### src/rtl/hdmi_pkg.sv
`default_nettype none
// ============================================================================
// Module  : hdmi_pkg
// Purpose : Shared types and constants for the HDMI timing controller:
//           the transmitter period encoding, coordinate width and the
//           preamble/guard-band lengths used ahead of each video line.
// Rev     : 1.0 - initial release
// ============================================================================
package hdmi_pkg;

  localparam int COORD_W      = 12;
  localparam int PREAMBLE_LEN = 8;
  localparam int GUARD_LEN    = 2;

  localparam logic [3:0] CTL_VIDEO_PREAMBLE = 4'b0001;

  typedef enum logic [1:0] {
    P_CONTROL  = 2'd0,
    P_PREAMBLE = 2'd1,
    P_GUARD    = 2'd2,
    P_VIDEO    = 2'd3
  } period_t;

endpackage
`default_nettype wire

### src/rtl/hdmi_line_counter.sv
`default_nettype none
// ============================================================================
// Module  : hdmi_line_counter
// Purpose : Wrapping position counter. Counts 0..LAST when en is high and
//           wraps to 0; reset loads RST_VAL.
// Ports   : clk, rst (async, active-high), en (advance),
//           count (registered value), count_next (value after this cycle),
//           tc (count is at LAST; an advance now wraps)
// Rev     : 1.0 - initial release
// ============================================================================
module hdmi_line_counter
  import hdmi_pkg::*;
#(
  parameter int LAST    = 799,
  parameter int RST_VAL = 0
) (
  input  logic               clk,
  input  logic               rst,
  input  logic               en,
  output logic [COORD_W-1:0] count,
  output logic [COORD_W-1:0] count_next,
  output logic               tc
);

  localparam logic [COORD_W-1:0] c_last = COORD_W'(LAST);
  localparam logic [COORD_W-1:0] c_rst  = COORD_W'(RST_VAL);
  localparam logic [COORD_W-1:0] c_one  = COORD_W'(1);

  logic [COORD_W-1:0] r_count;
  logic [COORD_W-1:0] w_next;

  assign tc = (r_count == c_last);

  always_comb begin
    w_next = r_count;
    if (en) begin
      w_next = tc ? '0 : (r_count + c_one);
    end
  end

  always_ff @(posedge clk or posedge rst) begin
    if (rst) begin
      r_count <= c_rst;
    end else begin
      r_count <= w_next;
    end
  end

  assign count      = r_count;
  assign count_next = w_next;

endmodule
`default_nettype wire

### src/rtl/hdmi_timing_controller.sv
`default_nettype none
// ============================================================================
// Module  : hdmi_timing_controller
// Purpose : Video raster timing generator for an HDMI transmitter. Produces
//           x/y position, hsync/vsync, de, a one-pixel-early pixel_req,
//           line/frame start pulses and the transmitter period/ctl code.
//           Every output is registered and decoded from the position the
//           counters are moving to, so outputs always match the current x/y.
// Ports   : clk, rst (async, active-high), en (advance one pixel),
//           x, y, hsync, vsync, de, pixel_req, frame_start, line_start,
//           period (0 CONTROL, 1 PREAMBLE, 2 GUARD, 3 VIDEO), ctl
// Config  : HDMI_TIMING_PREAMBLE_EN - when defined, an 8-pixel preamble and
//           2-pixel guard band precede every active line; otherwise period
//           is only CONTROL/VIDEO and ctl is constant zero.
// Rev     : 1.0 - initial release
// ============================================================================
module hdmi_timing_controller
  import hdmi_pkg::*;
#(
  parameter int H_ACTIVE = 640,
  parameter int H_FP     = 16,
  parameter int H_SYNC   = 96,
  parameter int H_BP     = 48,
  parameter int V_ACTIVE = 480,
  parameter int V_FP     = 10,
  parameter int V_SYNC   = 2,
  parameter int V_BP     = 33,
  parameter int SYNC_POL = 0
) (
  input  logic               clk,
  input  logic               rst,
  input  logic               en,
  output logic [COORD_W-1:0] x,
  output logic [COORD_W-1:0] y,
  output logic               hsync,
  output logic               vsync,
  output logic               de,
  output logic               pixel_req,
  output logic               frame_start,
  output logic               line_start,
  output logic [1:0]         period,
  output logic [3:0]         ctl
);

  localparam int H_TOTAL = H_ACTIVE + H_FP + H_SYNC + H_BP;
  localparam int V_TOTAL = V_ACTIVE + V_FP + V_SYNC + V_BP;

  // Preamble+guard must fit in horizontal blanking, and the reset line
  // (V_ACTIVE) must be a blanking line.
  generate
    if ((H_FP + H_SYNC + H_BP) < (PREAMBLE_LEN + GUARD_LEN) || V_FP < 1) begin : g_param_check
      $error("hdmi_timing_controller: blanking too short for preamble/guard or V_FP < 1");
    end
  endgenerate

  localparam logic [COORD_W-1:0] c_h_active   = COORD_W'(H_ACTIVE);
  localparam logic [COORD_W-1:0] c_h_act_last = COORD_W'(H_ACTIVE - 1);
  localparam logic [COORD_W-1:0] c_h_last     = COORD_W'(H_TOTAL - 1);
  localparam logic [COORD_W-1:0] c_hs_start   = COORD_W'(H_ACTIVE + H_FP);
  localparam logic [COORD_W-1:0] c_hs_end     = COORD_W'(H_ACTIVE + H_FP + H_SYNC);
  localparam logic [COORD_W-1:0] c_v_active   = COORD_W'(V_ACTIVE);
  localparam logic [COORD_W-1:0] c_v_last     = COORD_W'(V_TOTAL - 1);
  localparam logic [COORD_W-1:0] c_vs_start   = COORD_W'(V_ACTIVE + V_FP);
  localparam logic [COORD_W-1:0] c_vs_end     = COORD_W'(V_ACTIVE + V_FP + V_SYNC);
  localparam logic [COORD_W-1:0] c_one        = COORD_W'(1);
  localparam logic               c_sync_on    = (SYNC_POL != 0);

  logic [COORD_W-1:0] w_x_next;
  logic [COORD_W-1:0] w_y_next;
  logic [COORD_W-1:0] w_y_succ;
  logic               w_x_tc;
  logic               w_y_tc;
  logic               w_de_next;
  logic               w_hs_next;
  logic               w_vs_next;
  logic               w_succ_active;
  logic               w_preq_next;

  hdmi_line_counter #(.LAST(H_TOTAL - 1), .RST_VAL(0)) u_x_cnt (
    .clk        (clk),
    .rst        (rst),
    .en         (en),
    .count      (x),
    .count_next (w_x_next),
    .tc         (w_x_tc)
  );

  hdmi_line_counter #(.LAST(V_TOTAL - 1), .RST_VAL(V_ACTIVE)) u_y_cnt (
    .clk        (clk),
    .rst        (rst),
    .en         (en & w_x_tc),
    .count      (y),
    .count_next (w_y_next),
    .tc         (w_y_tc)
  );

  // Decode of the position the counters will hold after this cycle.
  always_comb begin
    w_de_next     = (w_x_next < c_h_active) && (w_y_next < c_v_active);
    w_hs_next     = (w_x_next >= c_hs_start) && (w_x_next < c_hs_end);
    w_vs_next     = (w_y_next >= c_vs_start) && (w_y_next < c_vs_end);
    w_y_succ      = (w_y_next == c_v_last) ? '0 : (w_y_next + c_one);
    w_succ_active = (w_y_succ < c_v_active);
    // pixel_req looks one pixel ahead: either the next pixel on this line is
    // active, or we sit on the last column and the following line is active.
    w_preq_next   = ((w_x_next < c_h_act_last) && (w_y_next < c_v_active)) ||
                    ((w_x_next == c_h_last) && w_succ_active);
  end

  logic r_de, r_hsync, r_vsync, r_preq, r_fs, r_ls;

  always_ff @(posedge clk or posedge rst) begin
    if (rst) begin
      r_de    <= 1'b0;
      r_hsync <= ~c_sync_on;
      r_vsync <= ~c_sync_on;
      r_preq  <= 1'b0;
      r_fs    <= 1'b0;
      r_ls    <= 1'b0;
    end else begin
      r_fs <= en & w_x_tc & w_y_tc;
      r_ls <= en & w_x_tc;
      if (en) begin
        r_de    <= w_de_next;
        r_hsync <= w_hs_next ? c_sync_on : ~c_sync_on;
        r_vsync <= w_vs_next ? c_sync_on : ~c_sync_on;
        r_preq  <= w_preq_next;
      end
    end
  end

  assign de          = r_de;
  assign hsync       = r_hsync;
  assign vsync       = r_vsync;
  assign pixel_req   = r_preq;
  assign frame_start = r_fs;
  assign line_start  = r_ls;

  // Period FSM
  period_t r_period;
  period_t w_period_next;

`ifdef HDMI_TIMING_PREAMBLE_EN
  localparam logic [COORD_W-1:0] c_pre_start   = COORD_W'(H_TOTAL - PREAMBLE_LEN - GUARD_LEN);
  localparam logic [COORD_W-1:0] c_guard_start = COORD_W'(H_TOTAL - GUARD_LEN);

  always_comb begin
    w_period_next = r_period;
    if (en) begin
      case (r_period)
        P_CONTROL: begin
          if (w_de_next)                                       w_period_next = P_VIDEO;
          else if ((w_x_next == c_pre_start) && w_succ_active) w_period_next = P_PREAMBLE;
        end
        P_PREAMBLE: if (w_x_next == c_guard_start) w_period_next = P_GUARD;
        P_GUARD:    if (w_x_next == '0) w_period_next = w_de_next ? P_VIDEO : P_CONTROL;
        P_VIDEO:    if (!w_de_next) w_period_next = P_CONTROL;
        default:    w_period_next = P_CONTROL;
      endcase
    end
  end

  logic [3:0] r_ctl;

  always_ff @(posedge clk or posedge rst) begin
    if (rst) begin
      r_ctl <= 4'b0000;
    end else begin
      r_ctl <= (w_period_next == P_PREAMBLE) ? CTL_VIDEO_PREAMBLE : 4'b0000;
    end
  end

  assign ctl = r_ctl;
`else
  always_comb begin
    w_period_next = r_period;
    if (en) begin
      w_period_next = w_de_next ? P_VIDEO : P_CONTROL;
    end
  end

  assign ctl = 4'b0000;
`endif

  always_ff @(posedge clk or posedge rst) begin
    if (rst) begin
      r_period <= P_CONTROL;
    end else begin
      r_period <= w_period_next;
    end
  end

  assign period = r_period;

endmodule
`default_nettype wire

### config.mk
export PLATFORM = sky130hd
export DESIGN_NAME = hdmi_timing_controller
export DESIGN_NICKNAME = d
export VERILOG_FILES = /design/src/rtl/hdmi_pkg.sv /design/src/rtl/hdmi_line_counter.sv /design/src/rtl/hdmi_timing_controller.sv
export SDC_FILE = /design/constraint.sdc
export NUM_CORES = 1
export LEC_CHECK = 0
export ABC_CLOCK_PERIOD_IN_PS = 7100
export CORE_ASPECT_RATIO = 0.8
export CORE_MARGIN = 3
export CORE_UTILIZATION = 55
export DETAILED_ROUTE_END_ITERATION = 12
export GPL_ROUTABILITY_DRIVEN = 0
export HOLD_SLACK_MARGIN = 0.02
export PLACE_DENSITY = 0.89
export SLEW_MARGIN = 20
export SYNTH_ARGS = -nofsm -noshare
export SYNTH_HDL_FRONTEND = slang
export SYNTH_SLANG_ARGS = --single-unit
export TNS_END_PERCENT = 30
### constraint.sdc
create_clock -name clk -period 7.1 [get_ports clk]
set_input_delay 1.065 -clock clk [delete_from_list [all_inputs] [get_ports clk]]
set_output_delay 1.065 -clock clk [all_outputs]
set_load 0.05 [all_outputs]
After elaboration in Yosys (flattened, before gate mapping)
Index checks and enable logic that the tools add are counted.
{"block": "totals", "reg_bits": 32, "inputBits": 3, "out_inout_bits": 36, "elab_cells": 40}
{"block": "classes", "addsub": 3, "n_lt_le_gt_ge": 8, "eq_ne": 4, "muxes": 8, "bitwise_logic": 2, "n_reduce_logical": 6}
{"operator": "two-way mux 12 bit", "count": 5}
{"operator": "== test 12 x 10 -> 1 bit, second input constant", "count": 4}
{"operator": "adder 12 x 1 -> 12 bit, second input constant", "count": 3}
{"operator": "less-than comparator 12 x 10 -> 1 bit, second input constant", "count": 3}
{"operator": "less-than comparator 12 x 9 -> 1 bit, second input constant", "count": 3}
{"operator": "greater-or-equal comparator 12 x 10 -> 1 bit, second input constant", "count": 1}
{"operator": "greater-or-equal comparator 12 x 9 -> 1 bit, second input constant", "count": 1}
{"operator": "logical AND 1 bit", "count": 5}
{"operator": "AND 1 bit", "count": 2}
{"operator": "two-way mux 1 bit", "count": 2}
{"operator": "two-way mux 2 bit", "count": 1}
{"operator": "logical OR 1 bit", "count": 1}

Longest topological paths before layout
Gate-level depths: netlist of the first run.
{"block": "logic_depth", "word_depth": 8, "mapped_depth": 11, "depth_no_buf": 11}

By module
Synthesis of the first run repeated with hierarchy kept, for this count alone.
{"block": "hier_totals", "hier_cells": 175, "area_unflattened_um2": 1756.7}
{"mod": "hdmi_line_counter at u_x_cnt", "instances": 1, "cells_each": 58, "area_each_um2": 639.4, "seq_area_each_um2": 300.3}
{"mod": "hdmi_line_counter at u_y_cnt", "instances": 1, "cells_each": 60, "area_each_um2": 638.1, "seq_area_each_um2": 305.3}
{"mod": "hdmi_timing_controller", "instances": 1, "cells_each": 57, "area_each_um2": 479.2, "seq_area_each_um2": 152.6}

Least setup slack after synthesis of the first run
OpenSTA, ideal clock, no wires.
{"block": "synth_path", "path_type": "input to register", "start": "input port en", "end": "register r_preq (netlist: pixel_req)", "setup_ns": 0.120, "arrival_time_ns": 3.177, "required_ns": 6.980, "slack_ns": 3.803, "path_stages": 9, "n_path_buf": 1, "cell_sequence": "buf_2 or4b_4 nor4_1 mux2i_1 o2111ai_2 nor4_1 mux2i_1 o31ai_1 a31o_1"}
{"block": "synth_via", "elab_chain_cells": 7, "word_cells_on_any_way": 13, "classes_between": "1 x add/sub; 3 x order compare; 2 x eq/ne; 3 x mux; 1 x bitwise; 3 x reduce/logical"}
{"element": "start, declared", "line_no": "hdmi_timing_controller.sv:32", "text": "input logic en,"}
{"element": "AND 1 bit (*)", "line_no": "hdmi_timing_controller.sv:91", "text": ".en (en & w_x_tc),"}
{"element": "two-way mux 12 bit (*)", "line_no": "hdmi_line_counter.sv:36", "text": "if (en) begin"}
{"element": "named net u_y_cnt.count_next[4]", "line_no": "hdmi_line_counter.sv:21", "text": "output logic [COORD_W-1:0] count_next,"}
{"element": "adder 12 x 1 -> 12 bit / == test 12 x 10 -> 1 bit (equally long branches)", "line_no": "hdmi_timing_controller.sv:102", "text": "w_y_succ = (w_y_next == c_v_last) ? '0 : (w_y_next + c_one);"}
{"element": "two-way mux 12 bit", "line_no": "hdmi_timing_controller.sv:102"}
{"element": "less-than comparator 12 x 9 -> 1 bit", "line_no": "hdmi_timing_controller.sv:103", "text": "w_succ_active = (w_y_succ < c_v_active);"}
{"element": "logical AND 1 bit", "line_no": "hdmi_timing_controller.sv:107", "text": "((w_x_next == c_h_last) && w_succ_active);"}
{"element": "logical OR 1 bit (*)", "line_no": "hdmi_timing_controller.sv:106", "text": "w_preq_next = ((w_x_next < c_h_act_last) && (w_y_next < c_v_active)) ||"}
{"element": "end signal, assigned", "line_no": "hdmi_timing_controller.sv:127", "text": "r_preq <= w_preq_next;"}
{"element": "end, declared", "line_no": "hdmi_timing_controller.sv:110", "text": "logic r_de, r_hsync, r_vsync, r_preq, r_fs, r_ls;"}
The timed path passes the listed nets; every way through them passes the cells marked *.
A chain may end at the register's enable or synchronous reset.

Worst setup path after layout of the first run
{"block": "layout_path", "start": "input port en", "end": "register r_preq (netlist: pixel_req)"}
{"block": "layout_via", "elab_chain_cells": 7, "word_cells_on_any_way": 13, "classes_between": "1 x add/sub; 3 x order compare; 2 x eq/ne; 3 x mux; 1 x bitwise; 3 x reduce/logical"}
{"element": "AND 1 bit", "line_no": "hdmi_timing_controller.sv:91"}
{"element": "two-way mux 12 bit", "line_no": "hdmi_line_counter.sv:36"}
{"element": "adder 12 x 1 -> 12 bit / == test 12 x 10 -> 1 bit (equally long branches)", "line_no": "hdmi_timing_controller.sv:102"}
{"element": "two-way mux 12 bit", "line_no": "hdmi_timing_controller.sv:102"}
{"element": "less-than comparator 12 x 9 -> 1 bit", "line_no": "hdmi_timing_controller.sv:103"}
{"element": "logical AND 1 bit", "line_no": "hdmi_timing_controller.sv:107"}
{"element": "logical OR 1 bit", "line_no": "hdmi_timing_controller.sv:106"}
Several ways; a longest one is shown, not always the timed one.

==> flow_summary.html, run 1 <==
<table>
<tr><th>Metric</th><th>Value</th></tr>
<tr><th colspan="2">Outcome</th></tr>
<tr><td>Status</td><td>finished clean</td></tr>
<tr><th colspan="2">Setup path</th></tr>
<tr><td>Critical path capture point type</td><td>flip-flop</td></tr>
<tr><td>Data required time of the critical path</td><td>around 7.3 ns</td></tr>
<tr><td>Worst r2r src</td><td>u_x_cnt.count[6]$_DFF_PP0_</td></tr>
<tr><td>Worst setup SP type</td><td>primary input</td></tr>
<tr><td>Max Fanout on Critical Path</td><td>18</td></tr>
<tr><td>Critical path startpoint</td><td>en</td></tr>
<tr><td>Arrival time of data at the critical path endpoint</td><td>4.34 ns</td></tr>
<tr><td>Path type of the worst setup path</td><td>in2reg</td></tr>
<tr><th colspan="2">Clocking</th></tr>
<tr><td>CTS tree</td><td>built</td></tr>
<tr><td>Number of buffers added to fix hold violations after cts</td><td>0</td></tr>
<tr><td>Maximum level of the CTS H-tree</td><td>2</td></tr>
<tr><td>CTS Sinks</td><td>30</td></tr>
<tr><td>Setup Fix Bufs, Post-CTS</td><td>0</td></tr>
<tr><td>Root Buffer</td><td>clkbuf_8</td></tr>
<tr><td>Number of buffers created by CTS</td><td>5</td></tr>
<tr><td>Maximum count of clock buffers along a single path</td><td>2</td></tr>
<tr><td>Gates resized, CTS repair</td><td>0</td></tr>
<tr><td>Clock Pin Slew Worst Setup and Hold Paths</td><td>0.06 ns</td></tr>
<tr><td>Clock Latency Late Sink</td><td>~0.29 ns</td></tr>
<tr><th colspan="2">Synth</th></tr>
<tr><td>Seq/Total Area, Yosys</td><td>38.75%</td></tr>
<tr><td>Top cell types by occurrence after synthesis</td><td>dfrtp_1, nor2_1, inv_1, nand2_1</td></tr>
<tr><td>Number of library cell types mapped by synthesis</td><td>49</td></tr>
<tr><td>Number of flops mapped to enable cells by yosys</td><td>0</td></tr>
<tr><td>Netlist area before placement</td><td>1957 um^2</td></tr>
<tr><td>Syn_area_per_cell</td><td>9.187 um^2</td></tr>
<tr><td>Ys Warns</td><td>0</td></tr>
<tr><td>Most common cell in the netlist</td><td>dfrtp_1</td></tr>
<tr><td>Gate count after technology mapping</td><td>213</td></tr>
<tr><td>Fraction of registers with async set or reset after synthesis</td><td>between 90% and 100%</td></tr>
<tr><td>Synth area leaders</td><td>dfrtp_1, dfstp_2, xnor2_1</td></tr>
<tr><td>Portion of synthesized cell area occupied by the leading cell type</td><td>a little under a third</td></tr>
<tr><td>Flip-flop and latch count after synthesis</td><td>30</td></tr>
<tr><td>Main flop type after synthesis</td><td>dfrtp_1</td></tr>
<tr><td>Cell type contributing the most total cell area after synthesis</td><td>dfrtp_1</td></tr>
<tr><th colspan="2">Die</th></tr>
<tr><td>Die H</td><td>~59 um</td></tr>
<tr><td>Full die area</td><td>4314 um^2</td></tr>
<tr><td>Row count</td><td>18</td></tr>
<tr><td>Die Width</td><td>72.69 um</td></tr>
<tr><td>Initial cell density of the core</td><td>60.34%</td></tr>
<tr><td>CORE AREA</td><td>3243 um^2</td></tr>
<tr><td>I/O pin count</td><td>39</td></tr>
<tr><th colspan="2">Timing</th></tr>
<tr><td>Total setup violations reported at the end of the flow</td><td>0</td></tr>
<tr><td>Fmax</td><td>0.2405 GHz</td></tr>
<tr><td>Hold Fails Final Rpt</td><td>0</td></tr>
<tr><td>Final Cycle Share</td><td>58.57%</td></tr>
<tr><td>RSZ-0062 raised after global routing</td><td>no</td></tr>
<tr><td>Setup clock skew after layout</td><td>0.008138 ns</td></tr>
<tr><td>Pins Over Slew Limit</td><td>0</td></tr>
<tr><td>Setup TNS</td><td>0 ns</td></tr>
<tr><td>Relative slew slack</td><td>44.81%</td></tr>
<tr><td>Final WS setup</td><td>2.942 ns</td></tr>
<tr><td>Clock period minus worst slack</td><td>4.158 ns</td></tr>
<tr><td>Worst hold slack after final layout</td><td>0.4875 ns</td></tr>
<tr><td>Measured slew at the worst slew-check pin</td><td>just over 0.8 ns</td></tr>
<tr><th colspan="2">Cells and area</th></tr>
<tr><td>Net count reported at finish</td><td>253</td></tr>
<tr><td>Share of layout cells above drive strength 1</td><td>9.274%</td></tr>
<tr><td>Antenna diodes</td><td>0</td></tr>
<tr><td>Synth-to-layout area growth</td><td>21.16%</td></tr>
<tr><th colspan="2">Flow run</th></tr>
<tr><td>Max capacitance violation total</td><td>0</td></tr>
<tr><th colspan="2">Global route</th></tr>
<tr><td>Overall global routing resource usage</td><td>a little under a quarter</td></tr>
<tr><td>First-pass GRT wire length</td><td>7583 um</td></tr>
<tr><td>Vias in the first global route</td><td>1544</td></tr>
<tr><td>Largest net degree at the start of global routing</td><td>31</td></tr>
<tr><td>Number of antenna violations at the first check in global routing</td><td>0</td></tr>
<tr><td>GRT overflow</td><td>0</td></tr>
<tr><th colspan="2">Detailed routing</th></tr>
<tr><td>Number of vias in the routed layout</td><td>1764</td></tr>
<tr><td>Drt wl/cell</td><td>around 16 um</td></tr>
<tr><td>Antenna-violating nets left</td><td>0</td></tr>
<tr><td>Drt first-iter violations</td><td>275</td></tr>
<tr><td>DRC errors left</td><td>0</td></tr>
<tr><td>Overall routed net length</td><td>4606 um</td></tr>
<tr><td>Via density per instance</td><td>6.125</td></tr>
<tr><td>Initial DRT Pass Iterations</td><td>4</td></tr>
<tr><th colspan="2">Power</th></tr>
<tr><td>Reported leakage power</td><td>1.020 nW</td></tr>
<tr><td>Max VDD drop</td><td>0.3398 mV</td></tr>
<tr><td>Power Dens Cells</td><td>234.8 nW/um^2</td></tr>
<tr><th colspan="2">Placed design</th></tr>
<tr><td>Port bufs</td><td>34</td></tr>
<tr><td>Worst setup slack after placement</td><td>roughly 2.7 ns</td></tr>
<tr><td>Estimated wirelength of the detail-placed design</td><td>3440 um</td></tr>
<tr><th colspan="2">Worst hold path</th></tr>
<tr><td>Worst min-delay path category</td><td>reg2reg</td></tr>
<tr><td>Startpoint of the tightest hold check path</td><td>hsync$_DFFE_PP1P_</td></tr>
</table>
sequential cells by signal, summed over array words and instances, names as in the netlist:
register,flops
u_x_cnt.count,12
u_y_cnt.count,12
frame_start,1
hsync,1
line_start,1
period,1
pixel_req,1
vsync,1
critical path, cell delays in order:
cell and delay [ns]:
clkdlybuf4s50_1 0.85, or4b_4 0.58, nor3_4 0.55, nand4_1 0.19, xor2_1 0.23, nor4_1 0.36, mux2i_1 0.23, o31ai_1 0.09
a31o_1 0.18
final cells by class:
cell class,count,area (um^2)
fillers,260,872.1
flip-flops and latches,30,758.2
well taps,40,50.05
inverters,18,67.56
clock buffers,8,80.08
repair buffers,35,347.8
multi-input cells,157,1067
through the flow:
| stage | util (%) | power, W | cells | instance area [um^2] |
|---|---|---|---|---|
| 2_1_floorplan | - | 0.0003704 | 216 | 1968 |
| 3_3_place_gp | 70.64 | 0.0004252 | 280 | 2291 |
| 3_5_place_dp | 70.64 | 0.0004275 | 280 | 2291 |
| 4_1_cts | 73.11 | 0.0005600 | 288 | 2371 |
| 5_1_grt | 73.11 | 0.0005867 | 288 | 2371 |
| 6_report | 73.11 | 0.0005567 | 288 | 2371 |
layout by cell type (no fill, tap or decap), types with 2 or more instances in the layout:
cell type	synthesis	layout
ha_1	3	3
o21ai_0	7	7
nand3_1	11	11
inv_1	18	18
nor4_1	5	5
xor2_1	9	9
and4_1	3	3
a31oi_1	3	3
clkdlybuf4s50_1	0	34
nor3_1	5	5
or2_2	2	2
a21oi_1	4	4
mux2_2	2	2
nand4_1	11	11
conb_1	1	4
and3_1	3	3
a41oi_1	2	2
mux2i_1	4	4
clkbuf_1	0	3
or4bb_1	2	2
o31ai_1	5	5
nor4b_1	3	3
nor2_1	19	19
dfrtp_1	24	24
nand2_1	13	13
xnor2_1	11	11
and2_1	5	5
dfstp_2	6	6
clkbuf_8	0	5
or3_1	3	3
worst paths after layout:
check,end,slack [ns],depth (start not counted)
max,pixel_req$_DFFE_PP0P_,2.94,9
min,hsync$_DFFE_PP1P_,0.49,2
max reg2reg,pixel_req$_DFFE_PP0P_,4.06,8
min reg2reg,hsync$_DFFE_PP1P_,0.49,2
max in group asynchronous,u_y_cnt.count[5]$_DFF_PP1_,5.65,3
min in group asynchronous,u_x_cnt.count[0]$_DFF_PP0_,1.13,3
metal layers:
metal | GRT usage, % | up-vias | wire length, um
met5 | 0 | - | 0
met1 | 34.73 | 834 | 2086
li1 | - | 829 | -
met4 | 11.58 | 0 | 96
met3 | 5.763 | 10 | 496
met2 | 31.62 | 91 | 1927
kinds of logic (layout without fill, tap and decap cells):
family	Yosys count	after routing	share of synthesized area, %
AO/OA/AOI/OAI	29	29	10.23
XOR/XNOR	20	20	8.952
flip-flops	30	30	38.75
buffers and inverters	29	61	7.288
AND/OR/NAND/NOR	95	95	29.48
multiplexers	6	6	3.197
other	1	4	0.1916
adder cells (fa/ha/maj)	3	3	1.918
power by group:
group          leakage [nW]  switching, W  internal [W]
clock                0.0395     0.0000608     0.0000694
sequential            0.367     0.0000335      0.000191
combinational         0.614      0.000135     0.0000662
total                  1.02      0.000230      0.000327
(Power assumes the default switching activity.)
==> inputs of run 2 (changes only) <==
Settings changed: ABC_CLOCK_PERIOD_IN_PS 7100 to 4000, CORE_UTILIZATION 55 to 52, PLACE_DENSITY 0.89 to 0.85.
Clock period 7.1 ns to 4 ns, I/O delays scaled along.
==> run 2 against run 1 <==
Compared with the run above:
- sequential power rose by 76%
- largest power group unchanged
- global-route usage fell by 1.3 points
- flip-flop and latch count did not move
- critical path depth did not move
- routed wire length rose by 0.56%
- die area rose by 5.2%
- worst hold slack improved by 0.0032 ns
- highest routed layer unchanged
- clock skew fell by 0.0032 ns
- largest cell class unchanged
==> flow_summary.html, run 2 (synthesis gave the netlist of run 1 again) <==
<table>
<tr><th>Metric</th><th>Value</th></tr>
<tr><th colspan="2">Timing</th></tr>
<tr><td>Fmax</td><td>~0.32 GHz</td></tr>
<tr><td>Relative slew slack</td><td>57.80% (+13 points)</td></tr>
<tr><td>Setup clock skew after layout</td><td>0.004908 ns (-0.003230 ns)</td></tr>
<tr><td>Measured slew at the worst slew-check pin</td><td>0.6242 ns (-0.1973 ns)</td></tr>
<tr><td>Setup TNS</td><td>0 ns (unchanged)</td></tr>
<tr><td>Clock period minus worst slack</td><td>3.140 ns</td></tr>
<tr><td>RSZ-0062 raised after global routing</td><td>no</td></tr>
<tr><td>Total setup violations reported at the end of the flow</td><td>0 (unchanged)</td></tr>
<tr><td>Worst hold slack after final layout</td><td>0.4907 ns (+0.003175 ns)</td></tr>
<tr><td>Pins Over Slew Limit</td><td>0 (unchanged)</td></tr>
<tr><td>Hold Fails Final Rpt</td><td>0 (unchanged)</td></tr>
<tr><td>Final Cycle Share</td><td>78.49%</td></tr>
<tr><th colspan="2">Setup path</th></tr>
<tr><td>Arrival time of data at the critical path endpoint</td><td>3.31 ns (-1.03 ns)</td></tr>
<tr><td>Cell family with most CP delay</td><td>simple AND/OR/NAND/NOR gates</td></tr>
<tr><td>Critical path's slowest cell</td><td>or4b_4</td></tr>
<tr><td>Critical Path Max Stage Delay</td><td>0.52 ns (-0.33 ns)</td></tr>
<tr><td>Data required time of the critical path</td><td>4.17 ns (-3.12 ns)</td></tr>
<tr><td>WP buf/inv</td><td>1 (unchanged)</td></tr>
<tr><td>Max Fanout on Critical Path</td><td>3 (-15)</td></tr>
<tr><td>Path type of the worst setup path</td><td>in2reg</td></tr>
<tr><td>Cell-by-cell trace of the critical path</td><td>clkdlybuf4s50_1 -&gt; or4b_4 -&gt; nor4_1 -&gt; mux2i_1 -&gt; o2111ai_2 -&gt; nor4_1 -&gt; mux2i_1 -&gt; o31ai_1 -&gt; a31o_1</td></tr>
<tr><td>Critical path capture point type</td><td>flip-flop</td></tr>
<tr><td>Worst setup SP type</td><td>primary input</td></tr>
<tr><th colspan="2">Power</th></tr>
<tr><td>Max VDD drop</td><td>0.6521 mV (+92%)</td></tr>
<tr><td>Power Dens Cells</td><td>437.3 nW/um^2 (+86%)</td></tr>
<tr><td>Reported leakage power</td><td>1.055 nW (+3.3%)</td></tr>
<tr><th colspan="2">Flow run</th></tr>
<tr><td>Max capacitance violation total</td><td>0 (unchanged)</td></tr>
<tr><th colspan="2">Global route</th></tr>
<tr><td>Overall global routing resource usage</td><td>22.14% (-1.3 points)</td></tr>
<tr><td>Vias in the first global route</td><td>1580 (+2.3%)</td></tr>
<tr><td>GRT overflow</td><td>0 (unchanged)</td></tr>
<tr><td>Number of antenna violations at the first check in global routing</td><td>0 (unchanged)</td></tr>
<tr><td>First-pass GRT wire length</td><td>7583 um (unchanged)</td></tr>
<tr><td>Largest net degree at the start of global routing</td><td>31 (unchanged)</td></tr>
<tr><th colspan="2">Placed design</th></tr>
<tr><td>Port bufs</td><td>34 (unchanged)</td></tr>
<tr><td>Placed Instance Area</td><td>2316 um^2 (+1.1%)</td></tr>
<tr><td>Estimated wirelength of the detail-placed design</td><td>3363 um (-2.2%)</td></tr>
<tr><th colspan="2">Clocking</th></tr>
<tr><td>Number of buffers created by CTS</td><td>5 (unchanged)</td></tr>
<tr><td>Maximum count of clock buffers along a single path</td><td>2 (unchanged)</td></tr>
<tr><td>Setup Fix Bufs, Post-CTS</td><td>0 (unchanged)</td></tr>
<tr><td>CTS Sinks</td><td>30 (unchanged)</td></tr>
<tr><td>Clock Latency Late Sink</td><td>0.28 ns (about the same)</td></tr>
<tr><td>Maximum level of the CTS H-tree</td><td>2 (unchanged)</td></tr>
<tr><td>Gates resized, CTS repair</td><td>0 (unchanged)</td></tr>
<tr><td>Root Buffer</td><td>clkbuf_8</td></tr>
<tr><td>Number of buffers added to fix hold violations after cts</td><td>0 (unchanged)</td></tr>
<tr><td>Clock Pin Slew Worst Setup and Hold Paths</td><td>0.06 ns (about the same)</td></tr>
<tr><td>CTS tree</td><td>built</td></tr>
<tr><th colspan="2">Detailed routing</th></tr>
<tr><td>Via density per instance</td><td>5.939 (-3.0%)</td></tr>
<tr><td>Drt first-iter violations</td><td>206 (-25%)</td></tr>
<tr><td>Drt wl/cell</td><td>15.81 um (-1.2%)</td></tr>
<tr><td>Initial DRT Pass Iterations</td><td>4 (unchanged)</td></tr>
<tr><td>DRC errors left</td><td>0 (unchanged)</td></tr>
<tr><td>Overall routed net length</td><td>4632 um (+0.56%)</td></tr>
<tr><td>Number of vias in the routed layout</td><td>1740 (-1.4%)</td></tr>
<tr><td>Antenna-violating nets left</td><td>0 (unchanged)</td></tr>
<tr><th colspan="2">Die</th></tr>
<tr><td>Initial cell density of the core</td><td>55.62% (-4.7 points)</td></tr>
<tr><td>CORE AREA</td><td>3518 um^2 (+8.5%)</td></tr>
<tr><td>Row count</td><td>19 (+1)</td></tr>
<tr><td>I/O pin count</td><td>39 (unchanged)</td></tr>
<tr><td>Die Width</td><td>74.59 um (+2.6%)</td></tr>
<tr><td>Die H</td><td>60.87 um (+2.6%)</td></tr>
<tr><td>Full die area</td><td>4540 um^2 (+5.2%)</td></tr>
<tr><th colspan="2">Outcome</th></tr>
<tr><td>Status</td><td>finished clean</td></tr>
<tr><th colspan="2">Cells and area</th></tr>
<tr><td>Post-Layout Inst Area</td><td>2425 um^2 (+2.3%)</td></tr>
<tr><td>Share of layout cells above drive strength 1</td><td>11.55% (+2.3 points)</td></tr>
<tr><td>Synth-to-layout area growth</td><td>23.91%</td></tr>
<tr><td>Antenna diodes</td><td>0 (unchanged)</td></tr>
<tr><td>Commonest non-fill, non-tap cells in the layout</td><td>clkdlybuf4s50_1, dfrtp_1, nor2_1, inv_1, nand2_1</td></tr>
<tr><td>Net count reported at finish</td><td>256 (+1.2%)</td></tr>
<tr><td>Most frequent standard cell in the layout excluding fill and tap cells</td><td>clkdlybuf4s50_1</td></tr>
<tr><th colspan="2">Worst hold path</th></tr>
<tr><td>Worst min-delay path category</td><td>reg2reg</td></tr>
</table>
==> run 2: through the flow <==
step / setup WS, ns / total power [W] / instances / utilization, %
after global placement: 0.6689 / 0.0007552 / 285 / 65.83
final: 0.8603 / 0.001060 / 293 / 68.92
after floorplan: 1.088 / 0.0006575 / 216 / -
after CTS: 0.9033 / 0.001068 / 293 / 68.92
after detailed placement: 0.6176 / 0.0007624 / 285 / 65.83
after global routing: 0.4486 / 0.001107 / 293 / 68.92
==> run 2: worst min-delay path, stage by stage, from the launching register on <==
cell and delay (ns):
dfstp_2 0.37, nor2_1 0.07, a21oi_1 0.05
==> run 2: report_power, final <==
group	internal [W]	switching (W)	leakage, nW
Clock	0.000183	0.000118	0.0579
Combinational	0.000119	0.000244	0.630
Sequential	0.000339	0.0000572	0.367
==> run 2: final timing paths <==
check                                                 from               endpoint  slack, ns  cells after the start
worst max-delay path                                    en  pixel_req$_DFFE_PP0P_       0.86                      9
worst min-delay path                     vsync$_DFFE_PP1P_      vsync$_DFFE_PP1P_       0.49                      2
worst max register to register  u_x_cnt.count[6]$_DFF_PP0_  pixel_req$_DFFE_PP0P_       1.11                      8
worst min register to register           vsync$_DFFE_PP1P_      vsync$_DFFE_PP1P_       0.49                      2
max in group asynchronous                              rst      vsync$_DFFE_PP1P_       3.00                      3
min in group asynchronous                              rst  period[0]$_DFFE_PP0P_       0.69                      3
==> run 2: area by class of cell <==
cell class	instances	area, um^2
fillers	275	1094
clock inverters	3	40.04
well taps	42	52.55
inverters	18	67.56
clock buffers	5	68.82
flip-flops and latches	30	758.2
multi-input cells	157	1067
repair buffers	38	370.4
==> run 2: metal layers <==
metal | track usage [%] | share of wire, %
met1 | 32.38 | 48
met2 | 31.66 | 43
met3 | 5.132 | 7.7
met4 | 8.629 | 1.4
met5 | 0 | 0
